### src/rtl/maf_pkg.sv
// Shared definitions for the FMA normalization path: mode decode, default
// widths and the per-lane shift/exponent record passed between stages.
package maf_pkg;

    localparam int SUM_W_DEF = 64;
    localparam int LZ_W_DEF  = 7;
    localparam int EXP_W_DEF = 11;
    localparam int HALF_W_DEF = SUM_W_DEF / 2;

    typedef struct packed {
        logic [LZ_W_DEF-1:0]  shift;
        logic [EXP_W_DEF-1:0] expo;
        logic                 tiny;
        logic                 zero;
    } lane_t;

    // Same decode as the LZA correction stage: only 000 and 010 run full width.
    function automatic logic is_full_mode(input logic [2:0] cont);
        return (cont == 3'b000) || (cont == 3'b010);
    endfunction

endpackage

### src/rtl/maf_lane_shamt.sv
// Per-lane shift amount and exponent adjustment. i_narrow halves the
// saturation limit so a full-width instance can also serve a half lane.
module maf_lane_shamt #(
    parameter int LANE_W = 64,
    parameter int LZ_W   = 7,
    parameter int EXP_W  = 11
) (
    input  logic [LANE_W-1:0] i_sum,
    input  logic              i_narrow,
    input  logic [LZ_W-1:0]   i_lz,
    input  logic              i_rev,
    input  logic [EXP_W-1:0]  i_exp,
    output logic [LZ_W-1:0]   o_shift,
    output logic [EXP_W-1:0]  o_exp,
    output logic              o_tiny,
    output logic              o_zero
);

    localparam int CW = 32;

    logic [CW-1:0] w_req;
    logic [CW-1:0] w_max;
    logic [CW-1:0] w_req_sat;
    logic [CW-1:0] w_exp;

    always_comb begin
        w_req     = CW'(i_lz) + CW'(i_rev);
        w_max     = i_narrow ? CW'(LANE_W / 2 - 1) : CW'(LANE_W - 1);
        w_req_sat = (w_req > w_max) ? w_max : w_req;
        w_exp     = CW'(i_exp);

        o_shift = '0;
        o_exp   = '0;
        o_tiny  = 1'b0;
        o_zero  = 1'b0;
        if (i_sum == '0) begin
            o_zero = 1'b1;
        end else if (w_req_sat >= w_exp) begin
            // Exponent would reach zero or below: stop one short and flag tiny.
            o_tiny  = 1'b1;
            o_shift = (w_exp == '0) ? '0 : LZ_W'(w_exp - 1);
        end else begin
            o_shift = LZ_W'(w_req_sat);
            o_exp   = EXP_W'(w_exp - w_req_sat);
        end
    end

endmodule

### src/rtl/maf_normalize_stage.sv
// Two-stage normalization: stage 1 derives per-lane shift/exponent, stage 2
// applies the lane-local left shifts and registers every output.
module maf_normalize_stage
    import maf_pkg::*;
#(
    parameter int SUM_W = SUM_W_DEF,
    parameter int LZ_W  = LZ_W_DEF,
    parameter int EXP_W = EXP_W_DEF
) (
    input  logic             clk,
    input  logic             rst_n,
    input  logic             in_valid,
    output logic             in_ready,
    input  logic [2:0]       in_cont,
    input  logic [SUM_W-1:0] in_sum,
    input  logic [LZ_W-1:0]  in_lz_lo,
    input  logic [LZ_W-1:0]  in_lz_hi,
    input  logic [1:0]       in_revising,
    input  logic [EXP_W-1:0] in_exp_lo,
    input  logic [EXP_W-1:0] in_exp_hi,
    output logic             out_valid,
    input  logic             out_ready,
    output logic [SUM_W-1:0] out_sum,
    output logic [EXP_W-1:0] out_exp_lo,
    output logic [EXP_W-1:0] out_exp_hi,
    output logic [2:0]       out_cont,
    output logic [1:0]       out_tiny,
    output logic [1:0]       out_zero
);

    localparam int HALF_W = SUM_W / 2;

    // Handshake: a beat moves on valid&&ready at either port. Stage 2 loads
    // when empty or draining; stage 1 loads when empty or moving into stage 2,
    // so accept and drain in one cycle keep full rate.
    logic w_s2_en;
    logic w_s1_en;

    logic             r_s1_valid;
    logic [2:0]       r_s1_cont;
    logic [SUM_W-1:0] r_s1_sum;
    lane_t            r_s1_lo;
    lane_t            r_s1_hi;

    logic             r_s2_valid;
    logic [SUM_W-1:0] r_out_sum;
    logic [EXP_W-1:0] r_out_exp_lo;
    logic [EXP_W-1:0] r_out_exp_hi;
    logic [2:0]       r_out_cont;
    logic [1:0]       r_out_tiny;
    logic [1:0]       r_out_zero;

    logic             w_full;
    logic [SUM_W-1:0] w_lo_sum;
    logic [LZ_W-1:0]  w_lo_shift;
    logic [EXP_W-1:0] w_lo_exp;
    logic             w_lo_tiny;
    logic             w_lo_zero;
    logic [LZ_W-1:0]  w_hi_shift;
    logic [EXP_W-1:0] w_hi_exp;
    logic             w_hi_tiny;
    logic             w_hi_zero;
    lane_t            w_lo_lane;
    lane_t            w_hi_lane;

    assign w_s2_en  = !r_s2_valid || out_ready;
    assign w_s1_en  = !r_s1_valid || w_s2_en;
    assign in_ready = w_s1_en;

    assign w_full   = is_full_mode(in_cont);
    assign w_lo_sum = w_full ? in_sum : {{HALF_W{1'b0}}, in_sum[HALF_W-1:0]};

    maf_lane_shamt #(.LANE_W(SUM_W), .LZ_W(LZ_W), .EXP_W(EXP_W)) u_lane_lo (
        .i_sum    (w_lo_sum),
        .i_narrow (!w_full),
        .i_lz     (in_lz_lo),
        .i_rev    (in_revising[0]),
        .i_exp    (in_exp_lo),
        .o_shift  (w_lo_shift),
        .o_exp    (w_lo_exp),
        .o_tiny   (w_lo_tiny),
        .o_zero   (w_lo_zero)
    );

    maf_lane_shamt #(.LANE_W(HALF_W), .LZ_W(LZ_W), .EXP_W(EXP_W)) u_lane_hi (
        .i_sum    (in_sum[SUM_W-1:HALF_W]),
        .i_narrow (1'b0),
        .i_lz     (in_lz_hi),
        .i_rev    (in_revising[1]),
        .i_exp    (in_exp_hi),
        .o_shift  (w_hi_shift),
        .o_exp    (w_hi_exp),
        .o_tiny   (w_hi_tiny),
        .o_zero   (w_hi_zero)
    );

    always_comb begin
        w_lo_lane = '{shift: w_lo_shift, expo: w_lo_exp, tiny: w_lo_tiny, zero: w_lo_zero};
        w_hi_lane = '0;
        if (!w_full) begin
            w_hi_lane = '{shift: w_hi_shift, expo: w_hi_exp, tiny: w_hi_tiny, zero: w_hi_zero};
        end
    end

    logic [SUM_W-1:0]  w_full_shifted;
    logic [HALF_W-1:0] w_hi_shifted;
    logic [HALF_W-1:0] w_lo_shifted;
    logic [SUM_W-1:0]  w_norm;

    // Lanes shift independently in dual mode so no bit crosses the boundary.
    always_comb begin
        w_full_shifted = r_s1_sum << r_s1_lo.shift;
        w_hi_shifted   = r_s1_sum[SUM_W-1:HALF_W] << r_s1_hi.shift;
        w_lo_shifted   = r_s1_sum[HALF_W-1:0] << r_s1_lo.shift;
        w_norm         = is_full_mode(r_s1_cont) ? w_full_shifted
                                                 : {w_hi_shifted, w_lo_shifted};
    end

    always_ff @(posedge clk or negedge rst_n) begin
        if (!rst_n) begin
            r_s1_valid <= 1'b0;
            r_s1_cont  <= '0;
            r_s1_sum   <= '0;
            r_s1_lo    <= '0;
            r_s1_hi    <= '0;
        end else if (w_s1_en) begin
            r_s1_valid <= in_valid;
            if (in_valid) begin
                r_s1_cont <= in_cont;
                r_s1_sum  <= in_sum;
                r_s1_lo   <= w_lo_lane;
                r_s1_hi   <= w_hi_lane;
            end
        end
    end

    always_ff @(posedge clk or negedge rst_n) begin
        if (!rst_n) begin
            r_s2_valid   <= 1'b0;
            r_out_sum    <= '0;
            r_out_exp_lo <= '0;
            r_out_exp_hi <= '0;
            r_out_cont   <= '0;
            r_out_tiny   <= '0;
            r_out_zero   <= '0;
        end else if (w_s2_en) begin
            r_s2_valid <= r_s1_valid;
            if (r_s1_valid) begin
                r_out_sum    <= w_norm;
                r_out_exp_lo <= r_s1_lo.expo;
                r_out_exp_hi <= r_s1_hi.expo;
                r_out_cont   <= r_s1_cont;
                r_out_tiny   <= {r_s1_hi.tiny, r_s1_lo.tiny};
                r_out_zero   <= {r_s1_hi.zero, r_s1_lo.zero};
            end
        end
    end

    assign out_valid  = r_s2_valid;
    assign out_sum    = r_out_sum;
    assign out_exp_lo = r_out_exp_lo;
    assign out_exp_hi = r_out_exp_hi;
    assign out_cont   = r_out_cont;
    assign out_tiny   = r_out_tiny;
    assign out_zero   = r_out_zero;

endmodule

### config.mk
export PLATFORM = sky130hd
export DESIGN_NAME = maf_normalize_stage
export DESIGN_NICKNAME = d
export VERILOG_FILES = /design/src/rtl/maf_pkg.sv /design/src/rtl/maf_lane_shamt.sv /design/src/rtl/maf_normalize_stage.sv
export SDC_FILE = /design/constraint.sdc
export NUM_CORES = 1
export LEC_CHECK = 0
export ABC_CLOCK_PERIOD_IN_PS = 4010
export CELL_PAD_IN_SITES_DETAIL_PLACEMENT = 2
export CELL_PAD_IN_SITES_GLOBAL_PLACEMENT = 2
export CORE_MARGIN = 4
export CORE_UTILIZATION = 38
export CTS_CLUSTER_SIZE = 30
export DETAILED_ROUTE_END_ITERATION = 10
export PLACE_DENSITY_LB_ADDON = 0.1
export RECOVER_POWER = 50
export REMOVE_ABC_BUFFERS = 1
export SYNTH_ARGS = -nofsm -noshare
export SYNTH_HDL_FRONTEND = slang
export SYNTH_SLANG_ARGS = --single-unit
### constraint.sdc
create_clock -name clk -period 4.01 [get_ports clk]
set_input_delay 0.802 -clock clk [delete_from_list [all_inputs] [get_ports clk]]
set_output_delay 0.802 -clock clk [all_outputs]
set_load 0.01 [all_outputs]
**Word level (Yosys, flattened, before mapping)**

Index checks and enable logic that the tools add are counted.

- Register bits after elaboration: 202
- Output and inout port bits: 95
- Word-level logic and storage cells: 69

- Add/subtract/negate cells: 6
- $lt $le $gt $ge: 4
- Equal/unequal tests: 2
- Shift operators: 3
- Muxes and demuxes: 22
- Reduce and logical (&&, ||, !) cells: 14

Operator list:

| kind | number |
|---|---|
| 64-bit two-way mux | 2 |
| 32-bit by 11-bit >= comparator with 1-bit output | 2 |
| 64-bit logical NOT | 1 |
| 32-bit by 7-bit << shifter with 32-bit output | 2 |
| 64-bit by 7-bit << shifter with 64-bit output | 1 |
| 11-bit two-way mux | 4 |
| 7-bit two-way mux | 6 |
| 32-bit greater-than comparator | 1 |
| 32-bit by 5-bit greater-than comparator with 1-bit output, second input constant | 1 |
| 32-bit logical NOT | 1 |
| 11-bit logical NOT | 2 |
| 11-bit subtractor | 2 |
| 20-bit two-way mux | 1 |
| 7-bit by 1-bit adder with 8-bit output | 2 |
| 8-bit two-way mux | 2 |
| 7-bit by 1-bit subtractor with 7-bit output, second input constant | 2 |
| 3-bit by 2-bit equality test with 1-bit output, second input constant | 2 |
| 3-bit logical NOT | 2 |
| 1-bit two-way mux | 6 |
| 6-bit two-way mux | 1 |
| 1-bit logical OR | 4 |
| 2-bit AND reduction | 2 |
| 1-bit logical NOT | 2 |

**Logic depth before layout (Yosys ltp)**

Gate-level depths: netlist of run 1.

- Depth in word-level cells: 8
- Mapped depth: 20
- Depth with buffers taken out: 19

**Hierarchy**

From an unflattened synthesis of run 1, not the netlist that was laid out.

- Cells, all modules: 1,574
- Area total of the unflattened synthesis: 15,615.0 sq um

Modules (own cells, without submodules):

| module | instances | cells an instance | area each (sq um) | sequential area each (sq um) |
|---|---|---|---|---|
| maf_normalize_stage | 1 | 1,282 | 13,614.3 | 5,054.8 |
| maf_lane_shamt (u_lane_lo) | 1 | 164 | 1,117.3 | 0.0 |
| maf_lane_shamt (u_lane_hi) | 1 | 128 | 883.3 | 0.0 |

**Worst setup path before layout of run 1**

OpenSTA, ideal clock, no wires.

- Kind: in2reg
- Start: input in_lz_lo[3]
- End: register r_s1_lo[10] in the netlist's numbering
- Setup time: 65 ps
- Arrival: 4,249 ps
- Required time: 3,945 ps
- Path slack: -304 ps
- Stages: 19
- Buffers on the path: 3
- Cell sequence: clkbuf_1 nand2_1 nor2_1 xnor2_1 inv_1 ha_1 nand4_1 o21ai_0 o21a_1 mux2i_1 ha_1 clkbuf_1 a21o_1 a211oi_1 o211ai_1 o211ai_1 nor2b_1 buf_2 a22o_1

- Longest elaborated chain between the ends: 6

RTL lines:

| item | RTL line | text |
|---|---|---|
| start, declared | maf_normalize_stage.sv:16 | `input logic [LZ_W-1:0] in_lz_lo,` |
| 7-bit by 1-bit adder with 8-bit output * | maf_lane_shamt.sv:27 | `w_req = CW'(i_lz) + CW'(i_rev);` |
| 32-bit greater-than comparator | maf_lane_shamt.sv:29 | `w_req_sat = (w_req > w_max) ? w_max : w_req;` |
| 8-bit two-way mux * | maf_lane_shamt.sv:29 |  |
| 32-bit by 11-bit >= comparator with 1-bit output or 11-bit subtractor (tied branches) | maf_lane_shamt.sv:38, maf_lane_shamt.sv:44 |  |
| 11-bit two-way mux * | maf_lane_shamt.sv:38 | `end else if (w_req_sat >= w_exp) begin` |
| 11-bit two-way mux * | maf_lane_shamt.sv:36 | `if (i_sum == '0) begin` |
| end signal, assigned | maf_normalize_stage.sv:131 | `r_s1_lo <= w_lo_lane;` |
| end, declared | maf_normalize_stage.sv:42 | `lane_t r_s1_lo;` |

Mark *: on every way between the ends. The rest lies on a longest branch, timed or not.
A chain may end at the register's enable or synchronous reset.

**Worst setup path after layout of run 1**

- Start: input in_lz_lo[3]
- End: register r_s1_lo[17] in the netlist's numbering

- Longest elaborated chain between the ends: 6

RTL lines:

| item | RTL line |
|---|---|
| 7-bit by 1-bit adder with 8-bit output * | maf_lane_shamt.sv:27 |
| 32-bit greater-than comparator | maf_lane_shamt.sv:29 |
| 8-bit two-way mux * | maf_lane_shamt.sv:29 |
| 32-bit by 11-bit >= comparator with 1-bit output | maf_lane_shamt.sv:38 |
| 7-bit two-way mux * | maf_lane_shamt.sv:38 |
| 7-bit two-way mux * | maf_lane_shamt.sv:36 |

Marked as above.

==> impl_metrics.tcl, run 1 <==
set metrics [dict create \
    min_from "r_s1_hi[4]" \
    power.density_nw_per_um2 506.5 \
    synthTopCellsByArea "dfrtp_1 31%, mux4_2 11%, nand2_1 11%" \
    drv_slew 98 \
    htree_levels 1 \
    violations "max-capacitance violations, max-slew violations" \
    tightest_slew_ns 2.326 \
    setup_ws_ns 0.2445 \
    hold_buffers 0 \
    antennaDiodeCount 0 \
    post-dp-hpwl_um 53480 \
    cp-start-kind "primary input" \
    setup_viol 0 \
    cts_sinks 202 \
    grt_antenna_before_repair 2 \
    finalCriticalPeriod_ns 3.766 \
    core_sq_um 41950 \
    drive_above_1_share 0.1529 \
    worstPathArrival_ns 4.21 \
    synth_area_per_cell_sq_um 8.758 \
    synth-async-reset-ratio 1.000 \
    hp-class "flip-flop to flip-flop" \
    wl_per_cell_um 27.28 \
    hold_viol 0 \
    timing.final.crit_share 0.9390 \
    synth-seq-cells 202 \
    first_global_vias 17060 \
    fmax_ghz 0.2656 \
    syn-instance-count 1837 \
    grt_first_pass_wirelength_um 106600 \
    status "finished, violations left" \
    reg2reg_from "r_s1_lo[14]" \
    root_buffer "clkbuf_16" \
    synth_top_cell_by_area "dfrtp_1" \
    dr.pass1.iters 5 \
    clk_pin_slew_ns 0.06 \
    synth_flop_cell "dfrtp_1" \
    critPathRequiredTime_ns 4.45 \
    ir_worst_vdd_v 0.0003300 \
    synthDominantCellAreaShare 0.3142 \
    vias 15860 \
    critPathMaxFanout 7 \
    yosysUniqueCellTypes 80 \
    crit_path_end_kind "flip-flop" \
    gp_congestion 0.9748 \
    layout.nets 2172 \
    pin_count 204 \
    synth-edff-count 0 \
    num-fill-cells 4590 \
    drtIter0Drc 1217 \
    start_util 0.3835 \
    synthesis.area_sq_um 16090 \
    drc 0 \
    die_h_um 213.8 \
    routed_wl_um 70390 \
    critical_path_class "primary input to flip-flop" \
    power.total_mw 10.06 \
    via_per_inst 6.149 \
    grt_overflow 0 \
    synth_seq_area_share 0.3142 \
    yosysWarningCount 0 \
    ant_nets 0 \
    grt_max_degree 85 \
    slew_headroom -0.5508 \
    place_ws_ns -0.6996 \
    die_w_um 213.8 \
    synth_most_common_cell "nand2_1" \
    final.setup_skew_ns 0.02344 \
    grt_use_total 0.3022 \
    area_delta_synth_final_pct 23.42 \
    p_leak_nw 8.732 \
    crit_start "in_lz_lo[3]" \
    cts_inserted_buffers 27 \
    io_buffers 203 \
    clk_path_buf_depth 3 \
    die-area_sq_um 45690 \
    rows 75 \
    clkLatencyLatePin_ns 0.58 \
    cap_violations 3 \
    cts_tree "done" \
    yosys-top-cells-count "469 x nand2_1, 202 x dfrtp_1, 127 x nor2_1" \
]
## final timing paths
check | to | slack [ns] | cells past startpoint
worst min register to register | out_exp_hi[2] | 0.47 | 2
worst min-delay path | out_exp_hi[2] | 0.47 | 2
max in group asynchronous | out_sum[57] | 0.66 | 2
min in group asynchronous | out_valid | 0.94 | 1
worst max register to register | out_sum[50] | 0.62 | 8
worst max-delay path | r_s1_lo[17] | 0.24 | 18
## registers in the layout, indices dropped and copies added (netlist names)
signal	cells
out_sum	64
out_exp_lo	11
out_cont	3
out_exp_hi	11
r_s1_sum	64
r_s1_hi	20
out_tiny	2
out_valid	1
out_zero	2
r_s1_cont	3
r_s1_valid	1
r_s1_lo	20
## cells by family (layout without fill, tap and decap cells)
family,Yosys count,count (layout),synth area share
buffers and inverters,193,389,0.05545
and+or+nand+nor,750,750,0.1963
adders and majority gates,41,41,0.03282
xor gates and xnor gates,31,31,0.01688
DFF,202,202,0.3142
muxes,252,252,0.2270
other,2,10,0.0004668
AOI/OAI and AO/OA,366,366,0.1569
## timing repair
item,CTS,global route
pin swaps,1,5
setup buffers,0,1
resized for setup,8,15
endpoints found under the setup margin,10,19
## where the power goes
group	total, mW	leakage (nW)	switching (mW)	internal, mW
registers	3.05	2.53	0.606	2.44
logic	4.63	5.77	2.57	2.06
clock network	2.37	0.428	1.01	1.36
## area by class of cell
class                           instances  area (sq um)  share of cell area
Timing Repair Buffer                  295          2811              0.1416
Inverter                               46         172.7            0.008696
Multi-Input combinational cell       1450         10270              0.5172
Sequential cell                       202          5067              0.2552
Clock inverter                         11         76.32            0.003844
Tap cell                              539         674.4             0.03397
Clock buffer                           37         783.3             0.03945
## placed cells by master, fill, tap and decap left out, types with 15 or more instances in the layout
cell | Yosys | layout
nor2_1 | 127 | 125
a22oi_1 | 16 | 16
inv_1 | 45 | 45
xnor2_1 | 24 | 23
buf_4 | 16 | 83
nand2b_1 | 21 | 20
clkdlybuf4s50_1 | 0 | 197
a22o_1 | 26 | 26
nor3_1 | 27 | 27
dfrtp_1 | 202 | 196
a211oi_1 | 16 | 15
clkbuf_16 | 0 | 27
mux2i_1 | 110 | 108
mux2_2 | 54 | 54
nand3_1 | 21 | 20
mux4_2 | 82 | 82
o221ai_1 | 15 | 15
o211ai_1 | 18 | 18
ha_1 | 39 | 37
a21oi_1 | 54 | 53
a31oi_1 | 17 | 17
o22ai_1 | 25 | 25
o21ai_0 | 81 | 78
nand2_1 | 469 | 468
nor4_1 | 24 | 24
## metrics by stage
step	cells	TNS [ns]	util	area, sq um	hold slack, ns
floorplan	1698	-40.03	-	15400	0.4386
global placement	2531	-8.820	0.4511	18920	0.4478
detailed placement	2531	-12.14	0.4511	18920	0.4654
CTS	2579	0	0.4724	19810	0.1576
global route	2580	-0.01410	0.4733	19860	0.5001
finish	2580	0	0.4733	19860	0.4677
## worst max-delay path, cell delays in order
cell	delay, ns
clkdlybuf4s50_1	0.49
nand2_1	0.11
nor2_4	0.11
xnor2_2	0.12
inv_1	0.07
ha_1	0.27
nand4_1	0.10
o21ai_1	0.14
o21a_1	0.21
mux2i_2	0.28
ha_1	0.29
a21o_1	0.20
a211oi_2	0.21
o211ai_1	0.12
o211ai_1	0.13
buf_4	0.21
mux2i_2	0.25
o21ai_0	0.11
## routing by layer
layer / global-route usage / vias up / share of wire / wire length [um]
met1: 0.4079 / 8265 / 0.43 / 30280
li1: - / 6995 / - / -
met2: 0.5027 / 484 / 0.48 / 33680
met4: 0.09181 / 4 / 0.032 / 2284
met5: 0 / - / 0.00048 / 34
met3: 0.04828 / 116 / 0.058 / 4117
(Power assumes the default switching activity.)
==> run 2: changes to the inputs <==
--- a/config.mk
+++ b/config.mk
@@ -12,6 +12,7 @@
 export CORE_UTILIZATION = 38
 export CTS_CLUSTER_SIZE = 30
 export DETAILED_ROUTE_END_ITERATION = 10
+export GPL_ROUTABILITY_DRIVEN = 0
 export PLACE_DENSITY_LB_ADDON = 0.1
 export RECOVER_POWER = 50
 export REMOVE_ABC_BUFFERS = 1
==> impl_metrics.tcl, run 2 (same netlist as run 1, synthesis figures left out) <==
set metrics [dict create \
    status "finished, violations left" \
    setup_ws_ns -0.0002065 \
    finalCriticalPeriod_ns 4.010 \
    seq_power_share 0.308 \
    whs_ns 0.4726 \
    die-area_sq_um 45690 \
    critPathRequiredTime_ns 4.41 \
    pin_count 204 \
    wl_per_cell_um 26.73 \
    cts_tree "done" \
    post-dp-hpwl_um 52180 \
    tightest_slew_ns 2.734 \
    fin_area_sq_um 19850 \
    ir_worst_vdd_v 0.0002585 \
    die_w_um 213.8 \
    start_util 0.3835 \
    fmax_ghz 0.2494 \
    grt_antenna_before_repair 4 \
    area_delta_synth_final_pct 23.40 \
    via_per_inst 6.110 \
    layout.nets 2168 \
    hold_viol 0 \
    dpl_cell_area_sq_um 18870 \
    clk_path_buf_depth 3 \
    first_global_vias 17120 \
    grt_use_total 0.2942 \
    core_sq_um 41950 \
    drive_above_1_share 0.1554 \
    switching_share 0.4080 \
    critical_path_class "primary input to flip-flop" \
    worstPathArrival_ns 4.41 \
    multi_input_comb_area_sq_um 10310 \
    final_cell_mix "466 x nand2_1, 196 x dfrtp_1, 173 x clkdlybuf4s50_1" \
    hp-class "flip-flop to flip-flop" \
    timing.final.crit_share 1.000 \
    clk_pin_slew_ns 0.06 \
    rows 75 \
    place_ws_ns -0.8376 \
    routed_wl_um 68770 \
    num-fill-cells 4502 \
    htree_levels 1 \
    slew_headroom -0.8225 \
    critPathMaxFanout 7 \
    crit_path_end_kind "flip-flop" \
    drtIter0Drc 1157 \
    grt_max_degree 101 \
    p_sw_mw 4.075 \
    reg2reg_slack_ns 0.63 \
    power.total_mw 9.987 \
    root_buffer "clkbuf_16" \
    violations "max-capacitance violations, max-slew violations, negative setup slack" \
    clockPowerShare 0.237 \
    grt_overflow 0 \
    drv_slew 126 \
    cts_sinks 202 \
    mostFrequentLayoutCell "nand2_1" \
    ant_nets 0 \
    drc 0 \
    antennaDiodeCount 0 \
    setup_viol 1 \
    cap_violations 2 \
    final.setup_skew_ns 0.01747 \
    p_int_mw 5.912 \
    io_buffers 203 \
    p_comb_frac 0.455 \
    cp-start-kind "primary input" \
    die_h_um 213.8 \
    grt_first_pass_wirelength_um 104600 \
    hold_buffers 0 \
    clkLatencyLatePin_ns 0.54 \
    dr.pass1.iters 5 \
    seq_area_sq_um 5067 \
    cts_inserted_buffers 25 \
    p_leak_nw 8.761 \
    power.density_nw_per_um2 503.0 \
    vias 15720 \
]
run 2: worst paths after layout:
kind | from | end | cells after the start
setup / recovery | in_lz_lo[1] | r_s1_lo[16] | 16
hold / removal | out_sum[31] | out_sum[31] | 2
setup reg to reg | r_s1_hi[15] | out_sum[59] | 8
hold reg to reg | out_sum[31] | out_sum[31] | 2
max in group asynchronous | rst_n | out_sum[57] | 2
min in group asynchronous | rst_n | out_sum[61] | 1
run 2: final cells by class:
class / instances / area share
tap: 539 / 0.03397
inverter: 46 / 0.008697
multi-input combinational: 1450 / 0.5194
timing repair buffer: 293 / 0.1400
clock inverter: 8 / 0.006176
clock buffer: 35 / 0.03643
sequential: 202 / 0.2552
run 2: per-layer routing:
layer,GRT usage,vias to the layer above,part of all wire
met5,0,-,0.00070
met4,0.08100,8,0.031
met3,0.04711,119,0.058
met2,0.5011,512,0.49
met1,0.3908,8106,0.42
li1,-,6976,-
run 2: through the flow:
| step | setup TNS [ns] | instances | util |
|---|---|---|---|
| floorplan | -40.03 | 1698 | - |
| global placement | -7.755 | 2526 | 0.4499 |
| detailed placement | -15.33 | 2526 | 0.4499 |
| CTS | 0 | 2571 | 0.4720 |
| global route | -1.558 | 2573 | 0.4733 |
| finish | -0.0002065 | 2573 | 0.4733 |
run 2: what timing repair did:
action / CTS / global route
gates cloned: 0 / 0
endpoints found under the setup margin: 18 / 19
buffers inserted: 2 / 2
pin swaps: 10 / 15
gates resized for setup: 17 / 15
run 2: worst max-delay path: stages:
cell	delay, ns
clkdlybuf4s50_1	0.53
buf_4	0.15
ha_2	0.24
nand4_1	0.17
nor2_2	0.21
and3_1	0.23
o21a_1	0.20
mux2i_2	0.28
ha_1	0.28
a21o_1	0.20
a211oi_2	0.23
o211ai_1	0.14
o211ai_1	0.18
buf_4	0.25
mux2i_2	0.22
o22ai_1	0.09
run 2: power by group through the flow:
stage	Clock, mW	Sequential, mW	Combinational (mW)
2_1_floorplan	0	3.11	2.37
3_3_place_gp	0	3.06	4.30
3_5_place_dp	0	3.10	4.46
4_1_cts	2.43	3.07	4.51
5_1_grt	2.51	3.13	4.85
6_report	2.37	3.07	4.54
